--- config.mk ---
export PLATFORM = sky130hd
export DESIGN_NAME = sprite_blitter
export DESIGN_NICKNAME = d
export VERILOG_FILES = /design/src/rtl/blit_pkg.sv /design/src/rtl/blit_raster_gen.sv /design/src/rtl/sprite_blitter.sv
export SDC_FILE = /design/constraint.sdc
export NUM_CORES = 1
export LEC_CHECK = 0
export ABC_AREA = 1
export CAP_MARGIN = 10
export CORE_MARGIN = 5
export CORE_UTILIZATION = 23
export CTS_CLUSTER_DIAMETER = 120
export DETAILED_ROUTE_END_ITERATION = 12
export PLACE_DENSITY = 0.47
export SLEW_MARGIN = 20
export SYNTH_ARGS = -nofsm -noshare
export SYNTH_HDL_FRONTEND = slang
export SYNTH_HIERARCHICAL = 1
export SYNTH_SLANG_ARGS = --single-unit
export TNS_END_PERCENT = 50
--- constraint.sdc ---
create_clock -name Clk -period 4.58 [get_ports Clk]
set_input_delay 0.916 -clock Clk [delete_from_list [all_inputs] [get_ports Clk]]
set_output_delay 0.916 -clock Clk [all_outputs]
set_load 0.01 [all_outputs]
--- src/rtl/blit_pkg.sv ---
// Shared frame-buffer geometry and blitter state encoding, common to the
// sprite blitter and the display-side ROM readers.
package blit_pkg;

    localparam int SCREEN_W = 320;
    localparam int SCREEN_H = 240;
    localparam int FB_AW    = 17;
    localparam int SRC_AW   = 16;
    localparam int INDEX_W  = 4;

    typedef enum logic [1:0] {
        IDLE  = 2'd0,
        RUN   = 2'd1,
        DRAIN = 2'd2,
        DONE  = 2'd3
    } blit_state_t;

endpackage

--- src/rtl/blit_raster_gen.sv ---
// Raster walker: walks sprite pixels in row-major order and produces the ROM
// address, frame-buffer address and on-screen flag for the pixel being issued.
module blit_raster_gen
    import blit_pkg::*;
#(
    parameter int SCREEN_W = blit_pkg::SCREEN_W,
    parameter int SCREEN_H = blit_pkg::SCREEN_H,
    parameter int FB_AW    = blit_pkg::FB_AW,
    parameter int SRC_AW   = blit_pkg::SRC_AW
) (
    input  logic              Clk,
    input  logic              reset,
    input  logic              load,
    input  logic              step,
    input  logic [SRC_AW-1:0] src_base,
    input  logic [8:0]        dst_x,
    input  logic [7:0]        dst_y,
    input  logic [8:0]        spr_w,
    input  logic [7:0]        spr_h,
    output logic [SRC_AW-1:0] src_addr,
    output logic [FB_AW-1:0]  fb_addr,
    output logic              clip_ok,
    output logic              last
);

    logic [8:0]        i;
    logic [7:0]        j;
    logic [8:0]        w_q;
    logic [7:0]        h_q;
    logic [8:0]        x0_q;
    logic [SRC_AW-1:0] src_row;
    logic [FB_AW-1:0]  fb_row;
    logic [9:0]        x_cur;
    logic [9:0]        y_cur;
    logic              row_end;
    logic [FB_AW-1:0]  origin_row;
    logic [SRC_AW-1:0] next_src_row;
    logic [FB_AW-1:0]  next_fb_row;

    assign row_end      = (i == w_q - 9'd1);
    assign last         = row_end && (j == h_q - 8'd1);
    // 10-bit screen coordinates never wrap, so off-screen pixels stay off-screen.
    assign clip_ok      = (x_cur < 10'(SCREEN_W)) && (y_cur < 10'(SCREEN_H));
    // Constant-coefficient product: reduces to a shift-add, computed once per request.
    assign origin_row   = FB_AW'(dst_y) * FB_AW'(SCREEN_W);
    assign next_src_row = src_row + SRC_AW'(w_q);
    assign next_fb_row  = fb_row + FB_AW'(SCREEN_W);

    // NOTE: sequential state uses non-blocking assignments so every register
    // samples the pre-edge values of its neighbours.
    always_ff @(posedge Clk) begin
        if (!reset) begin
            i        <= '0;
            j        <= '0;
            w_q      <= '0;
            h_q      <= '0;
            x0_q     <= '0;
            src_row  <= '0;
            fb_row   <= '0;
            src_addr <= '0;
            fb_addr  <= '0;
            x_cur    <= '0;
            y_cur    <= '0;
        end else if (load) begin
            i        <= '0;
            j        <= '0;
            w_q      <= spr_w;
            h_q      <= spr_h;
            x0_q     <= dst_x;
            src_row  <= src_base;
            src_addr <= src_base;
            fb_row   <= origin_row;
            fb_addr  <= origin_row + FB_AW'(dst_x);
            x_cur    <= {1'b0, dst_x};
            y_cur    <= {2'b00, dst_y};
        end else if (step) begin
            if (row_end) begin
                i        <= '0;
                j        <= j + 8'd1;
                src_row  <= next_src_row;
                src_addr <= next_src_row;
                fb_row   <= next_fb_row;
                fb_addr  <= next_fb_row + FB_AW'(x0_q);
                x_cur    <= {1'b0, x0_q};
                y_cur    <= y_cur + 10'd1;
            end else begin
                i        <= i + 9'd1;
                src_addr <= src_addr + SRC_AW'(1);
                fb_addr  <= fb_addr + FB_AW'(1);
                x_cur    <= x_cur + 10'd1;
            end
        end
    end

endmodule

--- src/rtl/sprite_blitter.sv ---
// Copies a 4-bit palette-index sprite from a synchronous ROM into the frame
// buffer at one pixel per clock, skipping transparent pixels and clipping at the edges.
module sprite_blitter
    import blit_pkg::*;
#(
    parameter int                 SCREEN_W    = blit_pkg::SCREEN_W,
    parameter int                 SCREEN_H    = blit_pkg::SCREEN_H,
    parameter int                 INDEX_W     = blit_pkg::INDEX_W,
    parameter int                 FB_AW       = blit_pkg::FB_AW,
    parameter int                 SRC_AW      = blit_pkg::SRC_AW,
    parameter logic [INDEX_W-1:0] TRANSPARENT = '0
) (
    input  logic               Clk,
    input  logic               reset,
    input  logic               start,
    input  logic [SRC_AW-1:0]  src_base,
    input  logic [8:0]         dst_x,
    input  logic [7:0]         dst_y,
    input  logic [8:0]         spr_w,
    input  logic [7:0]         spr_h,
    output logic               busy,
    output logic               done,
    output logic [SRC_AW-1:0]  src_addr,
    input  logic [INDEX_W-1:0] src_data,
    output logic               fb_we,
    output logic [FB_AW-1:0]   fb_addr,
    output logic [INDEX_W-1:0] fb_data
);

    blit_state_t      state;
    logic             zero_size;
    logic             load;
    logic             step;
    logic             last;
    logic             clip_ok;
    logic [FB_AW-1:0] pix_addr;
    logic             pipe_valid;
    logic             pipe_clip;

    assign zero_size = (spr_w == 9'd0) || (spr_h == 8'd0);
    assign load      = (state == IDLE) && start && !zero_size;
    assign step      = (state == RUN) && !last;

    blit_raster_gen #(
        .SCREEN_W (SCREEN_W),
        .SCREEN_H (SCREEN_H),
        .FB_AW    (FB_AW),
        .SRC_AW   (SRC_AW)
    ) u_raster (
        .Clk      (Clk),
        .reset    (reset),
        .load     (load),
        .step     (step),
        .src_base (src_base),
        .dst_x    (dst_x),
        .dst_y    (dst_y),
        .spr_w    (spr_w),
        .spr_h    (spr_h),
        .src_addr (src_addr),
        .fb_addr  (pix_addr),
        .clip_ok  (clip_ok),
        .last     (last)
    );

    // ROM data arrives in the cycle after its address, so the write strobe is
    // formed from the pipeline stage and the live ROM data together.
    assign fb_we   = pipe_valid && pipe_clip && (src_data != TRANSPARENT);
    assign fb_data = fb_we ? src_data : '0;

    always_ff @(posedge Clk) begin
        if (!reset) begin
            state      <= IDLE;
            busy       <= 1'b0;
            done       <= 1'b0;
            pipe_valid <= 1'b0;
            pipe_clip  <= 1'b0;
            fb_addr    <= '0;
        end else begin
            pipe_valid <= (state == RUN);
            if (state == RUN) begin
                pipe_clip <= clip_ok;
                fb_addr   <= pix_addr;
            end
            case (state)
                IDLE: begin
                    done <= 1'b0;
                    if (start) begin
                        if (zero_size) begin
                            state <= DONE;
                            done  <= 1'b1;
                        end else begin
                            state <= RUN;
                            busy  <= 1'b1;
                        end
                    end
                end
                RUN: begin
                    if (last) state <= DRAIN;
                end
                DRAIN: begin
                    state <= DONE;
                    busy  <= 1'b0;
                    done  <= 1'b1;
                end
                DONE: begin
                    state <= IDLE;
                    done  <= 1'b0;
                end
                default: begin
                    state <= IDLE;
                    busy  <= 1'b0;
                    done  <= 1'b0;
                end
            endcase
        end
    end

endmodule

# After elaboration in Yosys (flattened, before gate mapping)
# Cells that the tools add are included.
[totals]
output_inout_bits = 40
elab_cells = 97
reg_bits = 152
inputBits = 57
[classes]
eq_ne = 8
n_addsub = 12
muxes = 30
magnitude_cmp = 2
n_reduce_logical = 23
multipliers = 1
bitwise = 1
[op_table]
columns = ["cell", "count"]
rows = [
  ["2-to-1 mux 17 bit", 6],
  ["2-to-1 mux 16 bit", 6],
  ["adder 17 x 9 -> 17 bit", 2],
  ["2-to-1 mux 9 bit", 3],
  ["2-to-1 mux 8 bit", 3],
  ["adder 10 x 1 -> 10 bit (second input constant)", 2],
  ["adder 17 x 1 -> 17 bit (second input constant)", 1],
  ["adder 17 x 9 -> 17 bit (second input constant)", 1],
  ["adder 16 x 1 -> 16 bit (second input constant)", 1],
  ["adder 16 x 9 -> 16 bit", 1],
  ["multiplier 8 x 3 -> 11 bit (second input constant)", 1],
  ["less-than comparator 10 x 8 -> 1 bit (second input constant)", 1],
  ["less-than comparator 10 x 9 -> 1 bit (second input constant)", 1],
  ["2-to-1 mux 10 bit", 1],
  ["adder 9 x 1 -> 9 bit (second input constant)", 1],
  ["equality test 9 bit", 1],
  ["logical NOT 9 bit", 1],
  ["subtractor 9 x 1 -> 9 bit (second input constant)", 1],
  ["adder 8 x 1 -> 8 bit (second input constant)", 1],
  ["equality test 8 bit", 1],
  ["logical NOT 8 bit", 1],
  ["one-hot mux 2 bit (4 select lines)", 1],
  ["subtractor 8 x 1 -> 8 bit (second input constant)", 1],
  ["logical AND 1 bit", 7],
  ["other kinds (18)", 31],
]

# Longest topological paths before layout
[depth]
word_depth = 7
mapped_depth = 23
mapped_depth_nobuf = 20

# By module
# Netlist, hierarchy kept.
[modules_own_cells]
columns = ["module", "cells_per_inst", "n_inst", "seq_area_each_um2", "area_each_um2"]
rows = [
  ["blit_raster_gen", 1357, 1, 2462.4, 8683.3],
  ["sprite_blitter", 145, 1, 460.4, 1019.7],
]

# Least setup slack after synthesis
# Ideal clock, no wire load.
[synth_timing]
kind = "register -> register"
startpoint = "register u_raster.w_q[0]"
endpoint = "register u_raster.src_addr[2]"
t_arrival_ns = 2.958
period_less_slack_ns = 3.015
stages_incl_launch_ff = 19
setup_ns = 0.057
setup_slack_ns = 1.565
path_buffers = 3
required_ns = 4.523
path_cell_list = "dfxtp_1 -> inv_2 -> ha_1 -> xor2_1 -> nand2_1 -> nor2_1 -> nand3_1 -> nor2_1 -> nand2_4 -> buf_2 -> nor3_1 -> nor2_1 -> buf_2 -> nor2_1 -> clkbuf_1 -> a21boi_0 -> nand3_1 -> nand2_1 -> inv_1"
[synth_via]
elab_chain_len = 6
word_cells_on_any_way = 10
cone_classes = "2 x add/sub; 1 x eq/ne; 3 x mux; 4 x reduce/logical"
[synth_lines]
columns = ["element", "line_no", "source"]
rows = [
  ["start, declared", "blit_raster_gen.sv:28", "logic [8:0] w_q;"],
  ["start signal, assigned", "blit_raster_gen.sv:67", "w_q <= spr_w;"],
  ["subtractor 9 x 1 -> 9 bit", "blit_raster_gen.sv:40", "assign row_end = (i == w_q - 9'd1);"],
  ["equality test 9 bit", "blit_raster_gen.sv:40", ""],
  ["logical AND 1 bit", "blit_raster_gen.sv:41", "assign last = row_end && (j == h_q - 8'd1);"],
  ["named net last", "sprite_blitter.sv:34", "logic last;"],
  ["logical NOT 1 bit", "sprite_blitter.sv:42", "assign step = (state == RUN) && !last;"],
  ["logical AND 1 bit", "sprite_blitter.sv:42", ""],
  ["named net step", "sprite_blitter.sv:33", "logic step;"],
  ["nonzero test 2 bit (no source line)", "--", ""],
  ["end signal, assigned", "blit_raster_gen.sv:71", "src_addr <= src_base;"],
  ["end signal, assigned", "blit_raster_gen.sv:81", "src_addr <= next_src_row;"],
  ["end signal, assigned", "blit_raster_gen.sv:88", "src_addr <= src_addr + SRC_AW'(1);"],
  ["end, declared", "blit_raster_gen.sv:20", "output logic [SRC_AW-1:0] src_addr,"],
]
# The timed path passes the listed nets, and every way through them passes these cells. The select of a mux whose other input is x is not followed.
# A chain may end at the register's enable or synchronous reset.

# Worst setup path after layout
[layout_timing]
startpoint = "register u_raster.w_q[1]"
endpoint = "register u_raster.src_addr[6]"
# The elaborated chain is that of the path after synthesis.

==> impl_results.md <==
- Status: finished clean
- Critical path capture point type: flop
- Layout Skew: approximately 12 ps
- CTS-repair resized insts: 0
- Buffers on Ports: 96
- Final WS setup: roughly 1200 ps
- Longest Clk Path Bufs: 2
- Reg clk slew, reported paths: around 60 ps
- Diode count: 0
- Dpl ws: around 870 ps
- Fin. Hold Viols: 0
- CTS Hold Bufs: 0
- Hpwl dp: 24,600 microns
- Int Power: 0.00337 W
- Syn nets: between 1,500 and 2,000
- Htree depth: 4
- Power Density: slightly above 500 nW/um^2
- Largest net degree at the start of global routing: 73
- Drt via density: 4.59
- Net load switching power: around 0.0026 W
- Clock power frac: around a quarter
- Routability cong.: 0.875
- Max Cap Violations: 0
- Fill cells: around 4,600
- Post-synth top flop: dfxtp_1
- Final layout net count: about 1,700
- Die H: 215 microns
- Crit share post-route: 73.8%
- Arrival time worst endpoint: 3740 ps
- # IOs: 97
- Clock Tree Root: clkbuf_16
- DR WL/cell: approximately 15 microns
- CP startpoint: u_raster/w_q[1]$_SDFFE_PN0P_
- Startpoint types: flop
- Mapped Area: just under 10,000 sq um
- DRC violations left: 0
- Worst hold path type: reg -> reg
- Final wirelength: 32,900 microns
- Syn Inst Count: approximately 1,500
- CTS tree: built
- Critical R2R Launch: u_raster/w_q[1]$_SDFFE_PN0P_
- LEAKAGE: between 5 and 6 nW
- Vias: 9,766
- Post-CTS setup buffers: 0
- FP Rows: between 70 and 80
- Setup_tns: 0 ps
- Number of synthesized flops with an enable pin: 0
- Mean Syn Cell Area: ~6.5 sq um
- Worst Max-Slew Pin Slew: around 1000 ps
- Hold wc startpoint: u_raster/src_row[8]$_SDFFE_PN0P_
- Clock latency on the worst-skew pair: roughly 430 ps
- Crit path kind: reg -> reg
- Die Width: ~220 microns
- DR pass1 iterations: 5
- Core Region: 41,900 sq um
- GRT Residual Overflow: 0
- Die area: approximately 46,000 sq um
- Total CTS buffers: 17
- First-pass GRT wire length: 52,400 microns
- Worst-path fanout max: 35
- Synthesis Warnings: 6
- Post-synth ARST share: 0%
- Worst slew margin: a little under 30%
- Initial DRC Count: around 580
- Combinational share of power: between 40 and 50%
- Antenna Nets Post-Route: 0
- Register share of total power: 32.2%
- Antenna violations before repair: 0
- Initial Util: a little under a quarter
- RSZ-0062 raised after global routing: false
- Area grow syn2layout: 21.2%
- Achievable Freq: between 0.2 and 0.3 GHz
- R2r endpoint: u_raster/src_addr[6]$_SDFFE_PN0P_
- Layout cells sized above 1: 5.16%
- Register area share after synthesis: between 30% and 40%
- Worst EP required: about 5000 ps
- Yosys cell types: between 40 and 50
- Flops & latches, synth: 146
- Worst R2R Path Depth: 17
- Worst vdd ir: between 0.0002 and 0.0003 V
- Vias in the first global route: roughly 9,500
- Final-report setup violation count: 0
- Sw frac: between 40% and 50%
- Tmin final: 3380 ps
- Gr usage total: roughly 14%
- Worst setup path endpoint: u_raster/src_addr[6]$_SDFFE_PN0P_
- Clk sink count: approximately 150
- Flop-to-flop setup slack: 1200 ps
- Final Max Slew Viols: 0
==> metal layers <==
metal	vias up	share of wire, %	global-route usage (%)
met4	0	1.4	3.61
met1	4599	48	18.4
met2	126	48	24.0
met3	25	2.6	2.33
li1	5016	-	-
met5	-	0	0
==> power groups by stage <==
stage / Sequential [W] / Combinational [W] / Clock [W]
2_1_floorplan: 0.00187 / 0.00176 / 0
3_3_place_gp: 0.00193 / 0.00261 / 0
3_5_place_dp: 0.00194 / 0.00262 / 0
4_1_cts: 0.00191 / 0.00263 / 0.00147
5_1_grt: 0.00196 / 0.00296 / 0.00152
6_report: 0.00191 / 0.00260 / 0.00142
==> cell usage after synthesis, types with 9 or more instances <==
| library cell | n | share of area (%) |
|---|---|---|
| a21boi_0 | 17 | 1.3 |
| a21oi_1 | 110 | 5.7 |
| buf_2 | 9 | 0.46 |
| clkbuf_1 | 32 | 1.2 |
| dfxtp_1 | 146 | 30 |
| ha_1 | 40 | 5.2 |
| inv_1 | 164 | 6.3 |
| nand2_1 | 384 | 15 |
| nand3_1 | 121 | 6.2 |
| nand4_1 | 25 | 1.6 |
| nor2_1 | 164 | 6.3 |
| nor3_1 | 22 | 1.1 |
| o21ai_0 | 78 | 4.0 |
| o21ai_1 | 18 | 0.93 |
| o22ai_1 | 9 | 0.58 |
| xnor2_1 | 18 | 1.6 |
| xor2_1 | 57 | 5.1 |
==> layout by cell type, fill, tap and decap left out, types with 6 or more instances in the layout <==
cell type | synthesis | routed
nand2_1 | 384 | 384
inv_1 | 164 | 163
nor2_1 | 164 | 163
dfxtp_1 | 146 | 146
nand3_1 | 121 | 121
a21oi_1 | 110 | 110
clkdlybuf4s50_1 | 0 | 95
o21ai_0 | 78 | 78
xor2_1 | 57 | 57
ha_1 | 40 | 40
nand4_1 | 25 | 25
nor3_1 | 22 | 22
o21ai_1 | 18 | 18
xnor2_1 | 18 | 18
clkbuf_16 | 0 | 17
a21boi_0 | 17 | 17
buf_4 | 2 | 12
o22ai_1 | 9 | 9
inv_2 | 7 | 8
a31oi_1 | 7 | 7
nor2_2 | 5 | 6
==> worst max-delay path: stages (launching register included) <==
cell     delay, ps
dfxtp_1        370
inv_1          190
ha_1           270
nand3_2        130
nor2_1         160
xnor2_1        170
inv_1           80
nor2_2         170
nand2_4         90
nor3_1         260
nor2_1          80
buf_4          200
nor2_2         130
buf_4          410
nand2_1        200
o21ai_0        240
nor2_1          80
nor2_1          90
==> flip-flops by register name, summed over array words and instances, names as in the netlist <==
| name | cells |
|---|---|
| u_raster/fb_addr | 17 |
| u_raster/src_addr | 16 |
| u_raster/fb_row | 11 |
| fb_addr | 17 |
| u_raster/src_row | 16 |
| done | 1 |
| pipe_clip | 1 |
| u_raster/j | 8 |
| pipe_valid | 1 |
| u_raster/y_cur | 10 |
| busy | 1 |
| u_raster/x0_q | 9 |
| state | 2 |
| u_raster/i | 9 |
| u_raster/w_q | 9 |
| u_raster/h_q | 8 |
| u_raster/x_cur | 10 |
==> layout make-up <==
type                    instances  area (sq um)  share of cell area, %
clock inverters                13           135                   1.15
flip-flops and latches        146          2920                   24.9
repair buffers                108          1050                   8.89
multi-input cells            1130          5880                   50.0
well taps                     539           674                   5.73
clock buffers                  19           453                   3.85
inverters                     172           646                   5.49
==> through the flow <==
step	instance area [sq um]	utilization (%)	hold slack, ps	total power, W	instances
floorplan	9700	-	430	0.00362	1502
global placement	11200	26.7	448	0.00454	2095
detailed placement	11200	26.7	452	0.00455	2095
CTS	11800	28.1	464	0.00601	2127
global route	11800	28.1	475	0.00644	2127
finish	11800	28.1	460	0.00593	2127
==> logic make-up after synthesis <==
family | synth area share [%]
AO/OA/AOI/OAI | 14.4
XOR/XNOR | 6.77
adder cells (fa/ha/maj) | 5.98
buffers and inverters | 9.26
flip-flops | 30.1
AND/OR/NAND/NOR | 33.5
==> worst min-delay path by stage <==
| stage | endpoint | slack [ps] | cells after the start |
|---|---|---|---|
| after floorplan | u_raster/src_row[7]$_SDFFE_PN0P_ | 430 | 2 |
| after global routing | u_raster/x0_q[2]$_SDFFE_PN0P_ | 480 | 2 |
| final | u_raster/src_row[8]$_SDFFE_PN0P_ | 460 | 2 |
| after CTS | u_raster/src_row[8]$_SDFFE_PN0P_ | 460 | 2 |
| after detailed placement | u_raster/src_row[8]$_SDFFE_PN0P_ | 450 | 2 |
| after global placement | u_raster/src_row[8]$_SDFFE_PN0P_ | 450 | 2 |
Power figures use the tool's default switching activity.
